<file path="config.mk">
export PLATFORM = sky130hd
export DESIGN_NAME = mbist_march_ctrl
export DESIGN_NICKNAME = d
export VERILOG_FILES = /design/src/rtl/mbist_pkg.sv /design/src/rtl/mbist_cmp_pipe.sv /design/src/rtl/mbist_march_ctrl.sv
export SDC_FILE = /design/constraint.sdc
export NUM_CORES = 1
export LEC_CHECK = 0
export BUFFER_PORTS_ARGS = -buffer_cell sky130_fd_sc_hd__buf_2
export CAP_MARGIN = 20
export CORE_AREA = 10 10 105 98
export DETAILED_ROUTE_END_ITERATION = 12
export DIE_AREA = 0 0 115 108
export PLACE_DENSITY = 0.48
export SYNTH_ARGS = -nofsm -noshare
export SYNTH_HDL_FRONTEND = slang
export SYNTH_HIERARCHICAL = 1
export SYNTH_SLANG_ARGS = --single-unit
</file>
<file path="constraint.sdc">
create_clock -name clk -period 3.9 [get_ports clk]
set_clock_uncertainty 0.1 [all_clocks]
set_input_delay 0.39 -clock clk [delete_from_list [all_inputs] [get_ports clk]]
set_output_delay 0.39 -clock clk [all_outputs]
set_load 0.01 [all_outputs]
</file>
<file path="src/rtl/mbist_pkg.sv">
// Shared definitions for the March C- memory BIST controller: element table
// and controller state type.
package mbist_pkg;

    localparam int NUM_ELEM = 6;

    // state | meaning
    // IDLE  | waiting for start, memory port parked on reads
    // SETUP | one cycle loading element write data and first address
    // RUN   | one memory operation per cycle for the current element
    // DRAIN | two cycles letting the last reads reach the comparator
    // DONE  | one-cycle done pulse, busy already low
    typedef enum logic [2:0] {IDLE, SETUP, RUN, DRAIN, DONE} state_t;

    // One March element: direction, number of ops per address, whether each
    // op is a write, the background expected on reads and the write value.
    typedef struct packed {
        logic descending;
        logic two_ops;
        logic op0_write;
        logic op1_write;
        logic rd_one;
        logic wr_one;
    } elem_t;

    // March C-: E0 w0, E1 up(r0,w1), E2 up(r1,w0), E3 down(r0,w1),
    // E4 down(r1,w0), E5 r0. E5 write value is unused and parked at D0.
    function automatic elem_t elem_info(input logic [2:0] e);
        elem_t r;
        case (e)
            3'd0:    r = '{descending: 1'b0, two_ops: 1'b0, op0_write: 1'b1, op1_write: 1'b0, rd_one: 1'b0, wr_one: 1'b0};
            3'd1:    r = '{descending: 1'b0, two_ops: 1'b1, op0_write: 1'b0, op1_write: 1'b1, rd_one: 1'b0, wr_one: 1'b1};
            3'd2:    r = '{descending: 1'b0, two_ops: 1'b1, op0_write: 1'b0, op1_write: 1'b1, rd_one: 1'b1, wr_one: 1'b0};
            3'd3:    r = '{descending: 1'b1, two_ops: 1'b1, op0_write: 1'b0, op1_write: 1'b1, rd_one: 1'b0, wr_one: 1'b1};
            3'd4:    r = '{descending: 1'b1, two_ops: 1'b1, op0_write: 1'b0, op1_write: 1'b1, rd_one: 1'b1, wr_one: 1'b0};
            default: r = '{descending: 1'b0, two_ops: 1'b0, op0_write: 1'b0, op1_write: 1'b0, rd_one: 1'b0, wr_one: 1'b0};
        endcase
        return r;
    endfunction

endpackage

</file>
<file path="src/rtl/mbist_cmp_pipe.sv">
// Two-stage delay line matching the memory read latency, plus sticky
// first-mismatch capture.
module mbist_cmp_pipe
    import mbist_pkg::*;
#(
    parameter int DATA_WIDTH = 8,
    parameter int ADDR_WIDTH = 4
) (
    input  logic                  clk,
    input  logic                  rst_n,
    input  logic                  clear,
    input  logic                  push,
    input  logic [DATA_WIDTH-1:0] exp_data,
    input  logic [ADDR_WIDTH-1:0] addr,
    input  logic [DATA_WIDTH-1:0] rdata,
    output logic                  fail,
    output logic [DATA_WIDTH-1:0] fail_data,
    output logic [ADDR_WIDTH-1:0] fail_addr
);

    logic                  v1, v2;
    logic [DATA_WIDTH-1:0] e1, e2;
    logic [ADDR_WIDTH-1:0] a1, a2;

    // Shift read expectations along so they meet rdata two cycles later.
    always_ff @(posedge clk or negedge rst_n) begin
        if (!rst_n) begin
            v1 <= 1'b0; e1 <= '0; a1 <= '0;
            v2 <= 1'b0; e2 <= '0; a2 <= '0;
        end else if (clear) begin
            v1 <= 1'b0;
            v2 <= 1'b0;
        end else begin
            v1 <= push; e1 <= exp_data; a1 <= addr;
            v2 <= v1;   e2 <= e1;       a2 <= a1;
        end
    end

    // Keep only the first mismatch; a new test clears it.
    always_ff @(posedge clk or negedge rst_n) begin
        if (!rst_n) begin
            fail      <= 1'b0;
            fail_addr <= '0;
            fail_data <= '0;
        end else if (clear) begin
            fail      <= 1'b0;
            fail_addr <= '0;
            fail_data <= '0;
        end else if (v2 && (rdata != e2) && !fail) begin
            fail      <= 1'b1;
            fail_addr <= a2;
            fail_data <= rdata;
        end
    end

endmodule

</file>
<file path="src/rtl/mbist_march_ctrl.sv">
// March C- BIST master for a single-port test memory with registered write
// data and two-cycle read latency.
module mbist_march_ctrl
    import mbist_pkg::*;
#(
    parameter int DATA_WIDTH = 8,
    parameter int ADDR_WIDTH = 4,
    parameter int CAPACITY   = 16
) (
    input  logic                  clk,
    input  logic                  rst_n,
    input  logic                  start,
    output logic                  busy,
    output logic                  done,
    output logic                  fail,
    output logic [ADDR_WIDTH-1:0] fail_addr,
    output logic [DATA_WIDTH-1:0] fail_data,
    output logic                  mem_write_read,
    output logic [ADDR_WIDTH-1:0] mem_address,
    output logic [DATA_WIDTH-1:0] mem_wdata,
    input  logic [DATA_WIDTH-1:0] mem_rdata
);

    localparam logic [ADDR_WIDTH-1:0] LAST_ADDR = ADDR_WIDTH'(CAPACITY - 1);
    localparam logic [2:0]            LAST_ELEM = 3'(NUM_ELEM - 1);

    state_t                state_q, state_d;
    logic [2:0]            elem_q, elem_d;
    logic [ADDR_WIDTH-1:0] addr_q, addr_d;
    logic                  op_q, op_d;
    logic                  drain_q, drain_d;

    elem_t                 info, next_info;
    logic                  op_is_write, last_op;
    logic [ADDR_WIDTH-1:0] end_addr, next_first;
    logic                  push, clear;

    assign info        = elem_info(elem_q);
    assign next_info   = elem_info(elem_q + 3'd1);
    assign op_is_write = op_q ? info.op1_write : info.op0_write;
    assign last_op     = info.two_ops ? op_q : 1'b1;
    assign end_addr    = info.descending ? '0 : LAST_ADDR;
    assign next_first  = next_info.descending ? LAST_ADDR : '0;

    // Write data is constant per element so the memory's registered wdata
    // is already correct on the element's first RUN cycle.
    assign mem_address = addr_q;
    assign mem_wdata   = {DATA_WIDTH{info.wr_one}};

    // Controller state registers.
    always_ff @(posedge clk or negedge rst_n) begin
        if (!rst_n) begin
            state_q <= IDLE;
            elem_q  <= '0;
            addr_q  <= '0;
            op_q    <= 1'b0;
            drain_q <= 1'b0;
        end else begin
            state_q <= state_d;
            elem_q  <= elem_d;
            addr_q  <= addr_d;
            op_q    <= op_d;
            drain_q <= drain_d;
        end
    end

    // Next-state sequencing and memory command decode.
    always_comb begin
        state_d        = state_q;
        elem_d         = elem_q;
        addr_d         = addr_q;
        op_d           = op_q;
        drain_d        = drain_q;
        busy           = 1'b0;
        done           = 1'b0;
        mem_write_read = 1'b0;
        push           = 1'b0;
        clear          = 1'b0;
        case (state_q)
            IDLE: begin
                if (start) begin
                    state_d = SETUP;
                    elem_d  = '0;
                    addr_d  = '0;
                    op_d    = 1'b0;
                    clear   = 1'b1;
                end
            end
            SETUP: begin
                busy    = 1'b1;
                state_d = RUN;
            end
            RUN: begin
                busy           = 1'b1;
                mem_write_read = op_is_write;
                push           = !op_is_write;
                if (!last_op) begin
                    op_d = 1'b1;
                end else begin
                    op_d = 1'b0;
                    if (addr_q == end_addr) begin
                        if (elem_q == LAST_ELEM) begin
                            state_d = DRAIN;
                            drain_d = 1'b1;
                        end else begin
                            state_d = SETUP;
                            elem_d  = elem_q + 3'd1;
                            addr_d  = next_first;
                        end
                    end else if (info.descending) begin
                        addr_d = addr_q - 1'b1;
                    end else begin
                        addr_d = addr_q + 1'b1;
                    end
                end
            end
            DRAIN: begin
                busy = 1'b1;
                if (drain_q == 1'b0) state_d = DONE;
                else                 drain_d = drain_q - 1'b1;
            end
            DONE: begin
                done    = 1'b1;
                state_d = IDLE;
            end
            default: state_d = IDLE;
        endcase
    end

    mbist_cmp_pipe #(
        .DATA_WIDTH(DATA_WIDTH),
        .ADDR_WIDTH(ADDR_WIDTH)
    ) u_cmp (
        .clk      (clk),
        .rst_n    (rst_n),
        .clear    (clear),
        .push     (push),
        .exp_data ({DATA_WIDTH{info.rd_one}}),
        .addr     (addr_q),
        .rdata    (mem_rdata),
        .fail     (fail),
        .fail_data(fail_data),
        .fail_addr(fail_addr)
    );

endmodule

</file>
# Yosys cells after proc, flatten, opt, wreduce, memory -nomap -nowiden
# Index checks and enable logic that the tools add are counted.
# word_totals
regBits,37
out_inout_bits,28
# op_classes
n_reduce_logical,16
eq_ne,22
n_addsub,4
muxes,45
# op_table
cell,count
case mux 6 bit (5 select lines),2
two-way mux 4 bit,9
two-way mux 3 bit,8
"== test 3 x 2 -> 1 bit, second input constant",6
two-way mux 1 bit,18
two-way mux 8 bit,2
"== test 3 bit, second input constant",4
"!= test 2 bit, second input constant",6
case mux 3 bit (4 select lines),1
AND reduction 4 bit,3
"== test 3 x 1 -> 1 bit, second input constant",3
logical NOT 3 bit,3
!= test 8 bit,1
case mux 4 bit (2 select lines),1
case mux 3 bit (2 select lines),1
nonzero test 2 bit,3
AND reduction 5 bit,1
"adder 4 x 1 -> 4 bit, second input constant",1
== test 4 bit,1
case mux 1 bit (2 select lines),2
"subtractor 4 x 1 -> 4 bit, second input constant",1
"adder 3 x 1 -> 3 bit, second input constant",1
"!= test 3 bit, second input constant",1
OR reduction 3 bit,1
other kinds (5),7

# Depth between registers and ports, before layout
# logic_depth
ltp_word,8
ltp_mapped,10
ltp_nobuf,10

# Cells and area by module
# The synthesis kept the hierarchy.
# by_module_without_submodules
mod,n_inst,cells_each,area_per_inst_um2
mbist_cmp_pipe,1,121,1687.9
mbist_march_ctrl,1,128,1089.8

# Worst setup path before layout
# OpenSTA, ideal clock, no wires.
# synth_timing
path_type,flip-flop to flip-flop
start,reg elem_q[0]
end,reg addr_q[3] (netlist: mem_address[3])
setup_slack_ns,1.381
setup_ns,0.066
period_less_slack_ns,2.519
stages_incl_launch_ff,11
arrival_ns,2.353
required_time_ns,3.734
cell_sequence,dfrtp_1 -> inv_1 -> ha_1 -> mux2i_4 -> inv_1 -> ha_1 -> and2_1 -> or3_1 -> a22o_1 -> nand2_1 -> a22o_1
# synth_between
elab_chain_cells,8
elab_cells_between_ends,26
classes_between,1 x add/sub; 12 x eq/ne; 10 x mux; 3 x reduce/logical
# synth_lines
element,line,text
start: declaration,mbist_march_ctrl.sv:28,"logic [2:0] elem_q, elem_d;"
start signal: assignment,mbist_march_ctrl.sv:60,elem_q <= elem_d;
adder 3 x 1 -> 3 bit,mbist_march_ctrl.sv:39,assign next_info = elem_info(elem_q + 3'd1);
"== test 3 bit, or another cell as far along",mbist_pkg.sv:30,case (e)
case mux 6 bit (5 select lines),mbist_pkg.sv:30,
two-way mux 4 bit,mbist_march_ctrl.sv:43,assign next_first = next_info.descending ? LAST_ADDR : '0;
two-way mux 4 bit,mbist_march_ctrl.sv:102,if (elem_q == LAST_ELEM) begin
two-way mux 4 bit,mbist_march_ctrl.sv:101,if (addr_q == end_addr) begin
two-way mux 4 bit,mbist_march_ctrl.sv:97,if (!last_op) begin
case mux 4 bit (2 select lines),mbist_march_ctrl.sv:79,case (state_q)
end signal: assignment,mbist_march_ctrl.sv:61,addr_q <= addr_d;
end: declaration,mbist_march_ctrl.sv:29,"logic [ADDR_WIDTH-1:0] addr_q, addr_d;"
# Parallel ways exist; a longest one is shown, timed or not. The select of a mux whose other input is x is not followed.
# A chain may end at the register's enable or synchronous reset.

# Worst setup path after layout
# layout_timing
start,reg elem_q[0]
end,reg drain_q
# layout_between
elab_chain_cells,6
elab_cells_between_ends,14
classes_between,9 x eq/ne; 3 x mux; 2 x reduce/logical
# layout_lines
element,line,text
"== test 3 bit, or another cell as far along",mbist_pkg.sv:30,
case mux 6 bit (5 select lines),mbist_pkg.sv:30,
two-way mux 4 bit,mbist_march_ctrl.sv:42,assign end_addr = info.descending ? '0 : LAST_ADDR;
== test 4 bit,mbist_march_ctrl.sv:101,
!= test 2 bit (no source line),n/a,
AND reduction 4 bit (no source line) *,n/a,
end signal: assignment,mbist_march_ctrl.sv:63,drain_q <= drain_d;
end: declaration,mbist_march_ctrl.sv:31,"logic drain_q, drain_d;"
# Every way passes the cells marked *; elsewhere a longest branch is shown, timed or not.

==> results.cfg <==
[sta]
finalCritPeriodShare_pct = 72.3
hold_violations = 0
setup_violations = 0
max_freq_ghz = 0.355
whs_ns = 0.246
rsz0062_at_grt = false
max_slew_margin_pct = 39.0
tightest_slew_ns = 0.915
period_minus_slack_ns = 2.82
fin_setup_tns_ns = 0
maxSlewViolCount = 0

[setup_path]
reg2reg_slack_ns = 1.08
cp_max_fo = 10
cp.arrival_ns = 2.98
required_ns = 4.06
crit_path_end_kind = register
startpoint_type = register
worstSetupPathType = reg2reg

[route]
avgRoutedWirePerCell_microns = 14.3
ant_nets = 0
drt-pass1-iter-count = 4
routed_wl_mm = 5.45
drc_errors = 0
via_per_inst = 4.84
vias = 1839
drt_iter0_markers = 58

[clock_network]
path_clk_slew_ns = 0.10
cts_sinks = 51
cts.path.max_buffers = 2
cts_root_buf = clkbuf_8
cts_tree = built
cts_buffers = 5
clkLatencyLatePin_ns = 0.31
htreeDepth = 2

[pwr]
power.density_nw_per_um2 = 474
peakVddDrop_mv = 0.290
p_leak_nw = 1.56

[die]
die_w_microns = 115
die_h_microns = 108
rows = 32
ios = 39
die_area_sq_um = 12400
design.core.area_sq_um = 8250
start_util_pct = 33.7

[placed_design]
io_buffers = 38
place_hpwl_mm = 3.80
gp_congestion = 0.792

[yosys]
yosys-top-cells-area = dfrtp_1, mux2_1, nand2b_1
synth_warnings = 6
synth_top_area_cell = dfrtp_1
synth_edf_count = 0
synthFlopType = dfrtp_1
yosysSeqAreaShare_pct = 45.9
synthDistinctLibCells = 48
synth.net_count = 269
postSynthAreaPerCell_sq_um = 11.2
synthCells = 249
synth_area_sq_um = 2780
yosys_register_bits = 51
synth_top_cell_area_share_pct = 45.9
async_flop_share_pct = 100

[final_layout]
drive_above_1_share_pct = 20.1
areaGrowthSynthToFinish_pct = 12.0
layout_common_cells = dfrtp_1, buf_2, nand2b_1, mux2_1, mux2i_1
fin_nets = 298
antenna_cells = 0
seqCellArea_sq_um = 1280
fillCellCount = 820
final_common_cell = dfrtp_1
multi_input_area_sq_um = 1360

[global_route]
track_usage_pct = 9.10
grt_pass1_wl_mm = 9.27
grt_max_degree = 53
grt_pass1_vias = 1812
antenna_found_initial = 0
overflow = 0

[status]
status = complete, no violations

[min_path]
hp-class = in2reg

[run]
drv_cap = 0
## worst paths after layout
| kind | startpoint | endpoint | depth (start not counted) |
|---|---|---|---|
| max | elem_q[0] | drain_q | 10 |
| min | mem_rdata[7] | u_cmp/fail_data[7] | 3 |
| max reg2reg | elem_q[0] | drain_q | 10 |
| min reg2reg | u_cmp/v1 | u_cmp/v2 | 1 |
| max in group asynchronous | rst_n | u_cmp/e1[6] | 3 |
| min in group asynchronous | rst_n | u_cmp/fail_addr[2] | 2 |
## worst max-delay path, stage by stage, from the launching register on
cell	delay, ns
dfrtp_1	0.44
inv_1	0.12
ha_1	0.28
mux2i_4	0.36
inv_1	0.12
ha_1	0.39
nand4bb_1	0.17
mux2i_4	0.35
nand2_4	0.09
nor3b_1	0.19
o22a_1	0.16
## through the flow
step                      instances  cell area [sq um]  setup WS, ns  power [mW]  util, %
after floorplan                 249               2780          1.38       0.995        -
after global placement          372               3000          1.12        1.12     36.3
after detailed placement        372               3000          1.08        1.12     36.3
after CTS                       380               3110          1.07        1.50     37.7
after global routing            380               3110         0.796        1.59     37.7
final                           380               3110          1.08        1.48     37.7
## power breakdown
part / leakage (nW) / internal, mW / total (mW) / switching (mW)
clock: 0.0502 / 0.188 / 0.375 / 0.187
sequential: 0.700 / 0.588 / 0.659 / 0.0710
combinational: 0.806 / 0.198 / 0.442 / 0.243
total: 1.56 / 0.974 / 1.48 / 0.501
## synthesized netlist by cell type, types with 3 or more instances
| library cell | count |
|---|---|
| nor2b_1 | 4 |
| buf_4 | 8 |
| mux2_1 | 24 |
| nand3_1 | 6 |
| nor2_1 | 8 |
| mux2i_1 | 14 |
| inv_1 | 10 |
| dfrtp_1 | 51 |
| nor3_1 | 4 |
| nand2_1 | 10 |
| buf_2 | 3 |
| buf_1 | 3 |
| a22o_1 | 3 |
| nand2b_1 | 29 |
| clkbuf_1 | 3 |
| a21oi_1 | 4 |
| o21ai_0 | 11 |
| and3_1 | 3 |
| xor2_1 | 8 |
| ha_1 | 8 |
## layout make-up
type	instances	share of cell area (%)
inverter	10	1.21
clock buffer	5	2.21
multi-input combinational	170	43.6
timing repair buffer	40	6.67
clock inverter	2	1.21
tap	102	4.10
sequential	51	41.0
## registers in the layout (all words and copies together), names as in the netlist, 4 cells and up
register	cells
u_cmp/e1	8
u_cmp/e2	8
u_cmp/a1	4
u_cmp/fail_addr	4
u_cmp/a2	4
mem_address	4
u_cmp/fail_data	8
## cell families (layout without fill, tap and decap cells)
kind of cell / Yosys count / in the layout / share of synthesized area (%)
and+or+nand+nor: 80 / 80 / 17.3
DFF: 51 / 51 / 45.9
muxes: 40 / 40 / 16.4
AOI/OAI and AO/OA: 31 / 31 / 7.57
buffers and inverters: 28 / 57 / 5.27
xor gates and xnor gates: 10 / 10 / 3.15
adders and majority gates: 9 / 9 / 4.32
## timing repair
action	4_1_cts	5_1_grt
endpoints found under the hold margin	7	0
hold buffers	1	0
buffers inserted	0	0
resized for setup	0	0
## routing by layer
layer / wire length, microns / global-route usage, % / part of all wire, %
met5: 0 / 0 / 0
met4: 81 / 3.53 / 1.5
met3: 270 / 2.33 / 5.0
met2: 2310 / 13.6 / 42
met1: 2780 / 12.4 / 51
No activity file was read; power rests on OpenSTA's default activity.
